**config.mk**
```make
export PLATFORM = sky130hd
export DESIGN_NAME = mux9_mac_sequencer
export DESIGN_NICKNAME = d
export VERILOG_FILES = /design/src/rtl/mux9_mac_sequencer.sv
export SDC_FILE = /design/constraint.sdc
export NUM_CORES = 1
export LEC_CHECK = 0
export ABC_AREA = 1
export CAP_MARGIN = 10
export CORE_ASPECT_RATIO = 1.5
export CORE_MARGIN = 2
export CORE_UTILIZATION = 60
export DETAILED_ROUTE_END_ITERATION = 8
export PLACE_DENSITY = 0.89
export SLEW_MARGIN = 40
export SYNTH_ARGS = -nofsm -noshare
export SYNTH_HDL_FRONTEND = slang
export SYNTH_SLANG_ARGS = --single-unit
```
**constraint.sdc**
```tcl
create_clock -name clk -period 3.35 [get_ports clk]
set_clock_uncertainty 0.15 [all_clocks]
set_input_delay 0.5025 -clock clk [delete_from_list [all_inputs] [get_ports clk]]
set_output_delay 0.5025 -clock clk [all_outputs]
set_load 0.05 [all_outputs]
```
**src/rtl/mux9_mac_sequencer.sv**
```systemverilog
// Steps a 9:1 operand mux, multiply-accumulates each tap against its weight (Q8.8),
// and returns the saturated Q8.8 pre-activation through a valid/ready handshake.
module mux9_mac_sequencer #(
  parameter int unsigned DATA_W = 16,
  parameter int unsigned N_IN   = 9,
  parameter int unsigned SEL_W  = 4,
  parameter int unsigned FRAC   = 8,
  parameter int unsigned ACC_W  = 36
) (
  input  logic              clk,
  input  logic              rst_n,
  input  logic              start,
  input  logic [SEL_W-1:0]  len,
  input  logic              in_stall,
  input  logic [DATA_W-1:0] mux_data,
  input  logic [DATA_W-1:0] weight_in,
  output logic [SEL_W-1:0]  sel,
  output logic              busy,
  output logic              out_valid,
  input  logic              out_ready,
  output logic [DATA_W-1:0] result
);

  typedef enum logic [1:0] {StIdle, StRun, StDone} state_e;

  state_e                    state;
  logic        [SEL_W-1:0]   n_taps;
  logic        [SEL_W-1:0]   len_eff;
  logic signed [2*DATA_W-1:0] prod;
  logic signed [ACC_W-1:0]   acc;
  logic signed [ACC_W-1:0]   acc_sum;
  logic signed [ACC_W-1:0]   shifted;
  logic        [DATA_W-1:0]  sat;
  logic                      last_tap;

  // Out-of-range lengths fall back to the full nine taps.
  assign len_eff = (len == '0 || len > SEL_W'(N_IN)) ? SEL_W'(N_IN) : len;

  assign prod     = $signed(mux_data) * $signed(weight_in);
  assign acc_sum  = acc + {{(ACC_W - 2 * DATA_W){prod[2*DATA_W-1]}}, prod};
  assign shifted  = acc_sum >>> FRAC;
  assign last_tap = (sel == n_taps - SEL_W'(1));

  // Fits when every bit above the result sign bit matches it; otherwise clamp by sign.
  always_comb begin
    sat = shifted[DATA_W-1:0];
    if (!(&shifted[ACC_W-1:DATA_W-1]) && (|shifted[ACC_W-1:DATA_W-1])) begin
      sat = shifted[ACC_W-1] ? {1'b1, {(DATA_W - 1){1'b0}}} : {1'b0, {(DATA_W - 1){1'b1}}};
    end
  end

  always_ff @(posedge clk or negedge rst_n) begin
    if (!rst_n) begin
      state     <= StIdle;
      sel       <= '0;
      busy      <= 1'b0;
      out_valid <= 1'b0;
      result    <= '0;
      acc       <= '0;
      n_taps    <= SEL_W'(N_IN);
    end else begin
      case (state)
        StIdle: begin
          if (start) begin
            n_taps <= len_eff;
            acc    <= '0;
            sel    <= '0;
            busy   <= 1'b1;
            state  <= StRun;
          end
        end
        StRun: begin
          if (!in_stall) begin
            acc <= acc_sum;
            if (last_tap) begin
              result    <= sat;
              sel       <= '0;
              out_valid <= 1'b1;
              state     <= StDone;
            end else begin
              sel <= sel + SEL_W'(1);
            end
          end
        end
        StDone: begin
          if (out_ready) begin
            out_valid <= 1'b0;
            busy      <= 1'b0;
            state     <= StIdle;
          end
        end
        default: state <= StIdle;
      endcase
    end
  end

endmodule

```
==> results of run 1 <==
[routing by layer]
metal | track usage [%] | GRT overflow
met4 | 71.1 | 49
met5 | 31.7 | 1
met3 | 62.1 | 3
met1 | 73.1 | 1
met2 | 88.2 | 50
[synth_stat cells (all sizes together)]
| cell type | n | area, um2 |
|---|---|---|
| a21o | 7 | 52.6 |
| a21oi | 76 | 429 |
| a22o | 11 | 96.3 |
| a31oi | 3 | 18.8 |
| and2 | 1 | 6.26 |
| and3 | 2 | 12.5 |
| buf | 3 | 43.8 |
| clkbuf | 64 | 240 |
| dfrtp | 62 | 1550 |
| dfstp | 2 | 52.6 |
| fa | 263 | 5270 |
| ha | 119 | 1490 |
| inv | 615 | 2310 |
| nand2 | 686 | 2670 |
| nand3 | 67 | 375 |
| nand3b | 2 | 15.0 |
| nand4 | 11 | 68.8 |
| nor2 | 104 | 445 |
| nor3 | 7 | 50.1 |
| nor4 | 2 | 18.8 |
| o21a | 1 | 7.51 |
| o21ai | 40 | 200 |
| o21bai | 6 | 45.0 |
| o221ai | 1 | 8.76 |
| o22a | 1 | 8.76 |
| o22ai | 2 | 12.5 |
| o31ai | 4 | 30.0 |
| or2 | 20 | 125 |
| xnor2 | 24 | 210 |
| xor2 | 29 | 254 |
[kinds of logic after synthesis]
| kind of cell | synth area share [%] |
|---|---|
| DFF | 9.96 |
| xor gates and xnor gates | 2.88 |
| and+or+nand+nor | 23.5 |
| adders and majority gates | 41.9 |
| AOI/OAI and AO/OA | 5.65 |
| buffers and inverters | 16.1 |
[stage by stage]
stage               hold WS, ps  TNS, ps  util (%)  cell area, um2
global placement            318  -203340      75.0           19900
CTS                         351  -167490      86.7           23000
floorplan                  56.9  -149090         -           17000
detailed placement          333  -212020      75.0           19900
[what timing repair did]
item                                    CTS
pin swaps                               210
endpoints found under the setup margin   49
endpoints found under the hold margin     3
resized for setup                       578
hold buffers                              1
setup buffers                            95
cloned                                   18
==> flow_summary.ini, run 1 <==
[clock_network]
cts_num_sinks = 64
htree_levels = 3
clockBufferDepth = 2
cts_made_buffers = 9
clockRootBuffer = clkbuf_16

[global_routing]
grt_overflow = 104
grt_max_degree = 41
track_usage_pct = 73.8
grt_pass1_wl_mm = 152
grt_pass1_vias = 23800

[place]
portBuffers = 62
place_inst = 2868
place.gp.congestion = 0.988
dp_hpwl_mm = 42.8
place_ws_ps = -5370

[yosys]
netlist_instances = 2235
synth_cell_type_count = 42
synth.yosys.warnings = 0
synth_area_mm2 = 0.0161
postSynthAreaPerCell_um2 = 7.21
yosysSeqAreaShare_pct = 9.96
syn_nets = 2658
synth-seq-cells = 64

[outcome]
stop_error = [ERROR GRT-0116] Global routing finished with congestion. Check the congestion regions in the DRC Viewer.
stop_stage = global routing (5_1_grt)
status = stopped before the end

[floorplan]
die_x_um = 138
initial_core_util_pct = 60.8
die-height_um = 205
io_pins = 63
rows = 73
==> run 2: changes to the inputs <==
--- a/config.mk
+++ b/config.mk
@@ -7,11 +7,10 @@
 export LEC_CHECK = 0
 export ABC_AREA = 1
 export CAP_MARGIN = 10
-export CORE_ASPECT_RATIO = 1.5
 export CORE_MARGIN = 2
-export CORE_UTILIZATION = 60
+export CORE_UTILIZATION = 40
 export DETAILED_ROUTE_END_ITERATION = 8
-export PLACE_DENSITY = 0.89
+export PLACE_DENSITY_LB_ADDON = 0.15
 export SLEW_MARGIN = 40
 export SYNTH_ARGS = -nofsm -noshare
 export SYNTH_HDL_FRONTEND = slang
==> run 2 against run 1 <==
- the flow now finishes, with violations (negative setup slack)
- synthesized cell count did not move
- synthesized area is the same
==> flow_summary.ini, run 2 <==
[outcome]
status = complete, but fails checks
violations = negative setup slack

[global_routing]
grt_max_degree = 38
grt_pass1_vias = 16100
grt_pass1_wl_mm = 83.7
grt_overflow = 0
track_usage_pct = 25.3
antenna_found_initial = 0

[cells_and_area]
final-instance-count-excl-fill = 3201
largest_register_ffs = 36
layout.cells.most_common = inv_1
largest_register = acc
top_regs = acc: 36 flops, result: 16 flops
area_growth_pct = 50.3
drive_gt1_share_pct = 40.5
nets = 3094
final_cell_mix = 512 x inv_1, 477 x nand2_1, 335 x buf_4
diodes = 0

[clock_network]
clockBufferDepth = 2
cts_num_sinks = 64
clk_pin_slew_ps = 70
clockRootBuffer = clkbuf_16
htree_levels = 3
cts_made_buffers = 9
clkLatencyLatePin_ps = 340
cts_tree = done

[yosys]
synth.yosys.warnings = 0
async_reset_ff_share_pct = 100
synthDominantCellAreaShare_pct = 32.7
netlist.top_cell.by_area = fa_1
syn_nets = 2658
synth_cell_type_count = 42
postSynthAreaPerCell_um2 = 7.21
netlist_instances = 2235
yosysSeqAreaShare_pct = 9.96
yosysMostFrequentCell = nand2_1
ys_top_cells_by_area = fa_1 33%, nand2_1 15%, inv_1 14%
synth-seq-cells = 64
synth_area_mm2 = 0.0161
synth_commonest_cells = 651 x nand2_1, 607 x inv_1, 263 x fa_1, 119 x ha_1, 84 x nor2_1
synth-main-ff-cell = dfrtp_1
synth_enable_flop_cells = 0

[timing]
rsz0062_at_grt = true
worst_slack_ps = -4300
tightestPinTransition_ps = 565
min_period_over_period_pct = 228
period_needed_ps = 7650
maxSlewHeadroom_pct = 62.2
finalSetupViolCount = 48
final.setup.tns_ps = -167990
hold_viol_final = 0
fmax_mhz = 131
drv_slew = 0

[critical_path]
worstPathMaxFanout = 8
crit_path_max_incr_delay_ps = 560
worstSetupStartpointType = primary input
cp.arrival_ps = 7760
cpMostUsedCell = nand2_1
endpoint_kind = register
path_class = in -> reg
cp_slowest_cell = fa_2
worst_ep_required_time_ps = 3470
reg2reg_slack_ps = 360

[place]
dp_hpwl_mm = 38.1
place_ws_ps = -5230
portBuffers = 62
place_inst = 3038
place.gp.congestion = 0.924

[floorplan]
coreArea_mm2 = 0.0397
die_area_mm2 = 0.0419
die_x_um = 205
io_pins = 63
rows = 73
initial_core_util_pct = 40.5
die-height_um = 205

[routing]
vias_per_cell = 4.76
dr_total_vias = 15200
routedWlPerCell_um = 16.0
routed_wl_mm = 51.3
drtIter0Drc = 692
antenna_left = 0
drt-pass1-iter-count = 5
drc = 0

[run]
max-cap-violations = 0

[worst_hold_path]
hp-class = reg -> reg
==> run 2: routing by layer <==
metal | vias to the layer above | routed length [um] | share of wire, % | track usage (%)
li1 | 7335 | - | - | -
met1 | 7459 | 21700 | 42 | 32.2
met2 | 342 | 26100 | 51 | 45.2
met3 | 113 | 1380 | 2.7 | 1.77
met4 | 0 | 2110 | 4.1 | 9.29
met5 | - | 0 | 0 | 0
==> run 2: metrics by stage <==
| step | utilization, % | hold slack, ps | cell area [um2] |
|---|---|---|---|
| after CTS | 57.2 | 342 | 22700 |
| after global routing | 60.9 | 374 | 24200 |
| after global placement | 50.4 | 319 | 20000 |
| final | 60.9 | 339 | 24200 |
| after detailed placement | 50.4 | 325 | 20000 |
| after floorplan | - | 56.9 | 17000 |
==> run 2: worst paths after layout <==
path                            cells after the start                from                endpoint
worst max-delay path                               40         mux_data[8]  result[11]$_DFFE_PN0P_
worst min-delay path                                2  acc[2]$_DFFE_PN0P_      acc[2]$_DFFE_PN0P_
worst max register to register                     20  acc[0]$_DFFE_PN0P_   result[4]$_DFFE_PN0P_
worst min register to register                      2  acc[2]$_DFFE_PN0P_      acc[2]$_DFFE_PN0P_
max in group asynchronous                           3               rst_n     acc[21]$_DFFE_PN0P_
min in group asynchronous                           2               rst_n        busy$_DFFE_PN0P_
==> run 2: cell families after synthesis <==
group                      count (synthesis)  synth area share [%]
and+or+nand+nor                          902                  23.5
buffers and inverters                    682                  16.1
adders and majority gates                382                  41.9
AOI/OAI and AO/OA                        152                  5.65
DFF                                       64                  9.96
xor gates and xnor gates                  53                  2.88
==> run 2: worst max-delay path, delay by kind of cell <==
kind	cells	cell delay, ps
simple gates	14	1420
xor+xnor	1	140
buf+inv	10	920
compound gates	7	1160
fa+ha+maj	8	3620
==> run 2: layout make-up <==
type / count / area, um2
Inverter: 615 / 2320
Clock buffer: 9 / 225
Clock inverter: 7 / 103
Timing Repair Buffer: 491 / 4830
Multi-Input combinational cell: 1490 / 14500
Sequential cell: 64 / 1600
Fill cell: 3475 / 15500
Tap cell: 525 / 657
==> run 2: timing repair <==
action                                  CTS  global route
setup buffers                            92            37
pin swaps                               167           220
endpoints found under the setup margin   49            49
gates resized for setup                 449           349
gates cloned                             23             0
hold buffers                              1             0
endpoints found under the hold margin    26             0
Power of run 2 is left out: the tool's default activity adds up to more than one toggle a clock period on the data nets, which glitch-free logic cannot reach.
==> run 3: changes to the inputs <==
--- a/config.mk
+++ b/config.mk
@@ -9,6 +9,8 @@
 export CAP_MARGIN = 10
 export CORE_MARGIN = 2
 export CORE_UTILIZATION = 40
+export CTS_BUF_LIST = sky130_fd_sc_hd__clkbuf_8
+export CTS_CLUSTER_DIAMETER = 120
 export DETAILED_ROUTE_END_ITERATION = 8
 export PLACE_DENSITY_LB_ADDON = 0.15
 export SLEW_MARGIN = 40
==> constraint.sdc (replaced) <==
create_clock -name clk -period 9.3 [get_ports clk]
set_clock_uncertainty 0.15 [all_clocks]
set_input_delay 1.395 -clock clk [delete_from_list [all_inputs] [get_ports clk]]
set_output_delay 1.395 -clock clk [all_outputs]
set_load 0.05 [all_outputs]
==> run 3 against run 2 <==
- the flow now finishes without violations
- clock-buffer cell count stayed put
- worst setup slack better by 4600 ps
- cell count is 6.6% lower
- critical path depth is 2 lower
- via count is 8.3% lower
- sequential share of layout area is 1.5 points higher
- critical path type unchanged
==> flow_summary.ini, run 3 (same netlist as run 2, synthesis figures left out) <==
[outcome]
status = complete, no violations

[floorplan]
die_x_um = 205
rows = 73
coreArea_mm2 = 0.0397
initial_core_util_pct = 40.5
die_area_mm2 = 0.0419
die-height_um = 205
io_pins = 63

[routing]
antenna_left = 0
drt-pass1-iter-count = 6
drtIter0Drc = 791
routed_wl_mm = 42.6
vias_per_cell = 4.68
dr_total_vias = 14000
routedWlPerCell_um = 14.2
drc = 0

[timing]
fmax_mhz = 111
drv_slew = 0
min_period_over_period_pct = 96.5
period_needed_ps = 8970
hold_viol_final = 0
maxSlewHeadroom_pct = 58.3
finalSetupViolCount = 0
tightestPinTransition_ps = 625

[clock_network]
clk_pin_slew_ps = 90
clkLatencyLatePin_ps = 370
cts_num_sinks = 64
htree_levels = 3
cts-hold-fix-buffers = 0
cts_tree = done
cts_made_buffers = 9
clockBufferDepth = 2
clockRootBuffer = clkbuf_8

[critical_path]
endpoint_kind = register
cp.arrival_ps = 9090
cpMostUsedCell = nand2_1
rr_endpoint = result[5]$_DFFE_PN0P_
r2r_cells = 19
path_class = in -> reg
worstSetupStartpointType = primary input
crit_path_max_incr_delay_ps = 620
worstPathMaxFanout = 10
worst_ep_required_time_ps = 9420
r2r-start = acc[0]$_DFFE_PN0P_
reg2reg_slack_ps = 5890
cp_slowest_cell = fa_2

[place]
place.gp.congestion = 0.904
place_inst = 2956
dp_hpwl_mm = 36.4
portBuffers = 62
placed_area_mm2 = 0.0188

[worst_hold_path]
hold_start = acc[6]$_DFFE_PN0P_
hp-class = reg -> reg
hold-path-endpoint = acc[6]$_DFFE_PN0P_
whs_path_depth = 2

[cells_and_area]
final-instance-count-excl-fill = 2989
final_area_mm2 = 0.0197
final_cell_mix = 630 x nand2_1, 605 x inv_1, 251 x fa_1
n_fill_cell = 3989
top_regs = acc: 36 flops, result: 16 flops
largest_register_ffs = 36
regArea_mm2 = 0.00160
largest_register = acc
area_growth_pct = 22.2
finalCoreUtilization_pct = 49.6
nets = 2882
diodes = 0
layout.cells.most_common = nand2_1
drive_gt1_share_pct = 17.5
multi_input_area_mm2 = 0.0124

[global_routing]
grt_max_degree = 65
track_usage_pct = 21.1
grt_pass1_vias = 14400
grt_pass1_wl_mm = 71.4
antenna_found_initial = 0
grt_overflow = 0

[run]
max-cap-violations = 0
[run 3: critical path: cells and delay by family]
family / cells / cell delay (ps)
fa+ha+maj: 8 / 3750
xor+xnor: 1 / 180
simple gates: 14 / 1390
buf+inv: 9 / 1490
compound gates: 6 / 870
[run 3: worst max-delay path by stage]
| stage | start | endpoint | slack [ps] | depth (start not counted) |
|---|---|---|---|---|
| detailed placement | weight_in[1] | result[9]$_DFFE_PN0P_ | -490 | 41 |
| CTS | mux_data[8] | result[9]$_DFFE_PN0P_ | 5 | 42 |
| global placement | weight_in[1] | result[10]$_DFFE_PN0P_ | -460 | 41 |
| finish | weight_in[1] | result[5]$_DFFE_PN0P_ | 330 | 38 |
| floorplan | weight_in[7] | result[0]$_DFFE_PN0P_ | 600 | 42 |
| global route | weight_in[15] | result[13]$_DFFE_PN0P_ | -30 | 40 |
[run 3: final cells by class]
class                      instances  area share (%)
clock inverter                     7           0.400
multi-input combinational       1490            62.9
sequential                        64            8.15
tap                              525            3.34
clock buffer                       9           0.629
timing repair buffer             279            12.8
inverter                         615            11.7
[run 3: timing repair]
item,in CTS,in global routing
hold endpoints to repair,0,0
gates cloned,0,4
resized for setup,5,119
setup endpoints to repair,15,18
setup buffers,0,13
pin swaps,0,47
[run 3: through the flow]
| stage | worst slack, ps | TNS, ps | hold slack [ps] |
|---|---|---|---|
| 2_1_floorplan | 601 | 0 | 305 |
| 3_3_place_gp | -458 | -6710 | 320 |
| 3_5_place_dp | -485 | -6700 | 326 |
| 4_1_cts | 4.76 | 0 | 349 |
| 5_1_grt | -25.4 | -148 | 375 |
| 6_report | 326 | 0 | 345 |
[run 3: routing by layer]
layer  GRT usage [%]  vias up  routed length [um]  share of wire (%)
met4            4.94        0                 961                2.3
met3            1.48       58                1480                3.5
met5               0        -                   0                  0
met1            29.4     6699               19700                 46
li1                -     6916                   -                  -
met2            35.9      313               20400                 48
Power of run 3 is left out for the same reason.
==> run 4: changes to the inputs <==
--- a/config.mk
+++ b/config.mk
@@ -13,6 +13,7 @@
 export CTS_CLUSTER_DIAMETER = 120
 export DETAILED_ROUTE_END_ITERATION = 8
 export PLACE_DENSITY_LB_ADDON = 0.15
+export RECOVER_POWER = 100
 export SLEW_MARGIN = 40
 export SYNTH_ARGS = -nofsm -noshare
 export SYNTH_HDL_FRONTEND = slang
==> run 4 against run 3 <==
- the flow now finishes with violations (max-capacitance violations, max-slew violations)
- first-iteration DRC count shrank 7.2%
- worst setup slack better by 10 ps
- design area fell by 0.24%
- non-clock buffer count unchanged
- sequential share of layout area about the same
- die area is the same
- critical path type unchanged
- largest cell class unchanged
==> flow_summary.ini, run 4 (same netlist as run 2, synthesis figures left out) <==
[clock_network]
cts-hold-fix-buffers = 0
clockRootBuffer = clkbuf_8
clkLatencyLatePin_ps = 380
cts_made_buffers = 9
clockBufferDepth = 2
clk_pin_slew_ps = 90
cts_tree = done
htree_levels = 3
cts_num_sinks = 64

[critical_path]
cp.arrival_ps = 9090
endpoint_kind = register
crit_path_max_incr_delay_ps = 620
cp_slowest_cell = fa_2
worstPathMaxFanout = 10
reg2reg_slack_ps = 5460
worstSetupStartpointType = primary input
rr_endpoint = sel[2]$_DFFE_PN0P_
r2r-start = state[0]$_DFFE_PN0P_
cp-startpoint = weight_in[1]
worst_ep_required_time_ps = 9420
cpMostUsedCell = nand2_1
path_class = in -> reg
r2r_cells = 11

[floorplan]
coreArea_mm2 = 0.0397
die_area_mm2 = 0.0419
rows = 73
die-height_um = 205
io_pins = 63
die_x_um = 205
initial_core_util_pct = 40.5

[cells_and_area]
layout.cells.most_common = nand2_1
diodes = 0
area_growth_pct = 21.9
final_cell_mix = 636 x nand2_1, 605 x inv_1, 251 x fa_1
top_regs = acc: 36 flops, result: 16 flops
n_fill_cell = 4001
largest_register = acc
largest_register_ffs = 36
drive_gt1_share_pct = 17.0
nets = 2882

[global_routing]
grt_pass1_vias = 14400
grt_pass1_wl_mm = 71.4
antenna_found_initial = 0
grt_max_degree = 65
grt_overflow = 0
track_usage_pct = 21.1

[place]
place.gp.congestion = 0.904
portBuffers = 62
place_ws_ps = -485
dp_hpwl_mm = 36.4

[routing]
dr_total_vias = 14000
routed_wl_mm = 42.6
drt-pass1-iter-count = 8
vias_per_cell = 4.67
antenna_left = 0
drtIter0Drc = 734
drc = 0
routedWlPerCell_um = 14.2

[timing]
fmax_mhz = 112
worst_slack_ps = 336
maxSlewHeadroom_pct = -142
finalHoldWorstSlack_ps = 345
drv_slew = 108
min_period_over_period_pct = 96.4
final.setup.tns_ps = 0
hold_viol_final = 0
finalSetupViolCount = 0
period_needed_ps = 8960
tightestPinTransition_ps = 3630

[worst_hold_path]
hold-path-endpoint = acc[6]$_DFFE_PN0P_
hold_start = acc[6]$_DFFE_PN0P_
hp-class = reg -> reg
whs_path_depth = 2

[run]
max-cap-violations = 2

[outcome]
status = complete, but fails checks
violations = max-capacitance violations, max-slew violations
==> run 4: changes by cell type in the layout (fill, tap and decap cells not counted), moves of 2 or more <==
cell	delta
buf_4	-6
clkbuf_1	+5
dlygate4sd3_1	+25
clkdlybuf4s50_1	-25
nor2_1	+2
nor2_2	-2
nand2_2	-6
clkbuf_4	+2
nand2_1	+6
==> run 4: metrics by stage <==
step           area [um2]  util, %  cells
2_1_floorplan       16100        -   2235
3_3_place_gp        18800     47.3   2956
3_5_place_dp        18800     47.3   2956
4_1_cts             19000     47.9   2972
5_1_grt             19600     49.4   2989
6_report            19600     49.4   2989
==> run 4: final cells by class <==
cell class,count,area [um2],share of cell area [%]
inverter,615,2310,11.8
sequential,64,1600,8.17
clock buffer,9,124,0.631
multi-input combinational,1490,12400,63.0
clock inverter,7,78.8,0.401
tap,525,657,3.34
timing repair buffer,279,2500,12.7
==> run 4: per-layer routing <==
| layer | track usage [%] | wire length (um) | share of wire, % |
|---|---|---|---|
| met3 | 1.48 | 1240 | 2.9 |
| met1 | 29.4 | 19900 | 47 |
| met4 | 4.94 | 996 | 2.3 |
| met2 | 35.9 | 20400 | 48 |
| met5 | 0 | 0 | 0 |
==> run 4: what timing repair did <==
| action | CTS | global route |
|---|---|---|
| setup endpoints to repair | 15 | 18 |
| pin swaps | 0 | 47 |
| resized for setup | 5 | 119 |
| buffers inserted | 0 | 13 |
| gates cloned | 0 | 4 |
==> run 4: worst max path at each step <==
stage                             end  slack (ps)  cells after the start
6_report        result[5]$_DFFE_PN0P_         340                     38
5_1_grt        result[13]$_DFFE_PN0P_         -30                     41
4_1_cts         result[9]$_DFFE_PN0P_           5                     42
3_5_place_dp    result[9]$_DFFE_PN0P_        -490                     41
3_3_place_gp   result[10]$_DFFE_PN0P_        -460                     41
2_1_floorplan   result[0]$_DFFE_PN0P_         600                     42
==> run 4: critical path, delay by kind of cell <==
family / cells / cell delay, ps
AOI/OAI and AO/OA: 6 / 870
and+or+nand+nor: 14 / 1380
xor gates and xnor gates: 1 / 180
buffers and inverters: 9 / 1480
adders and majority gates: 8 / 3750
Power of run 4 is left out for the same reason.
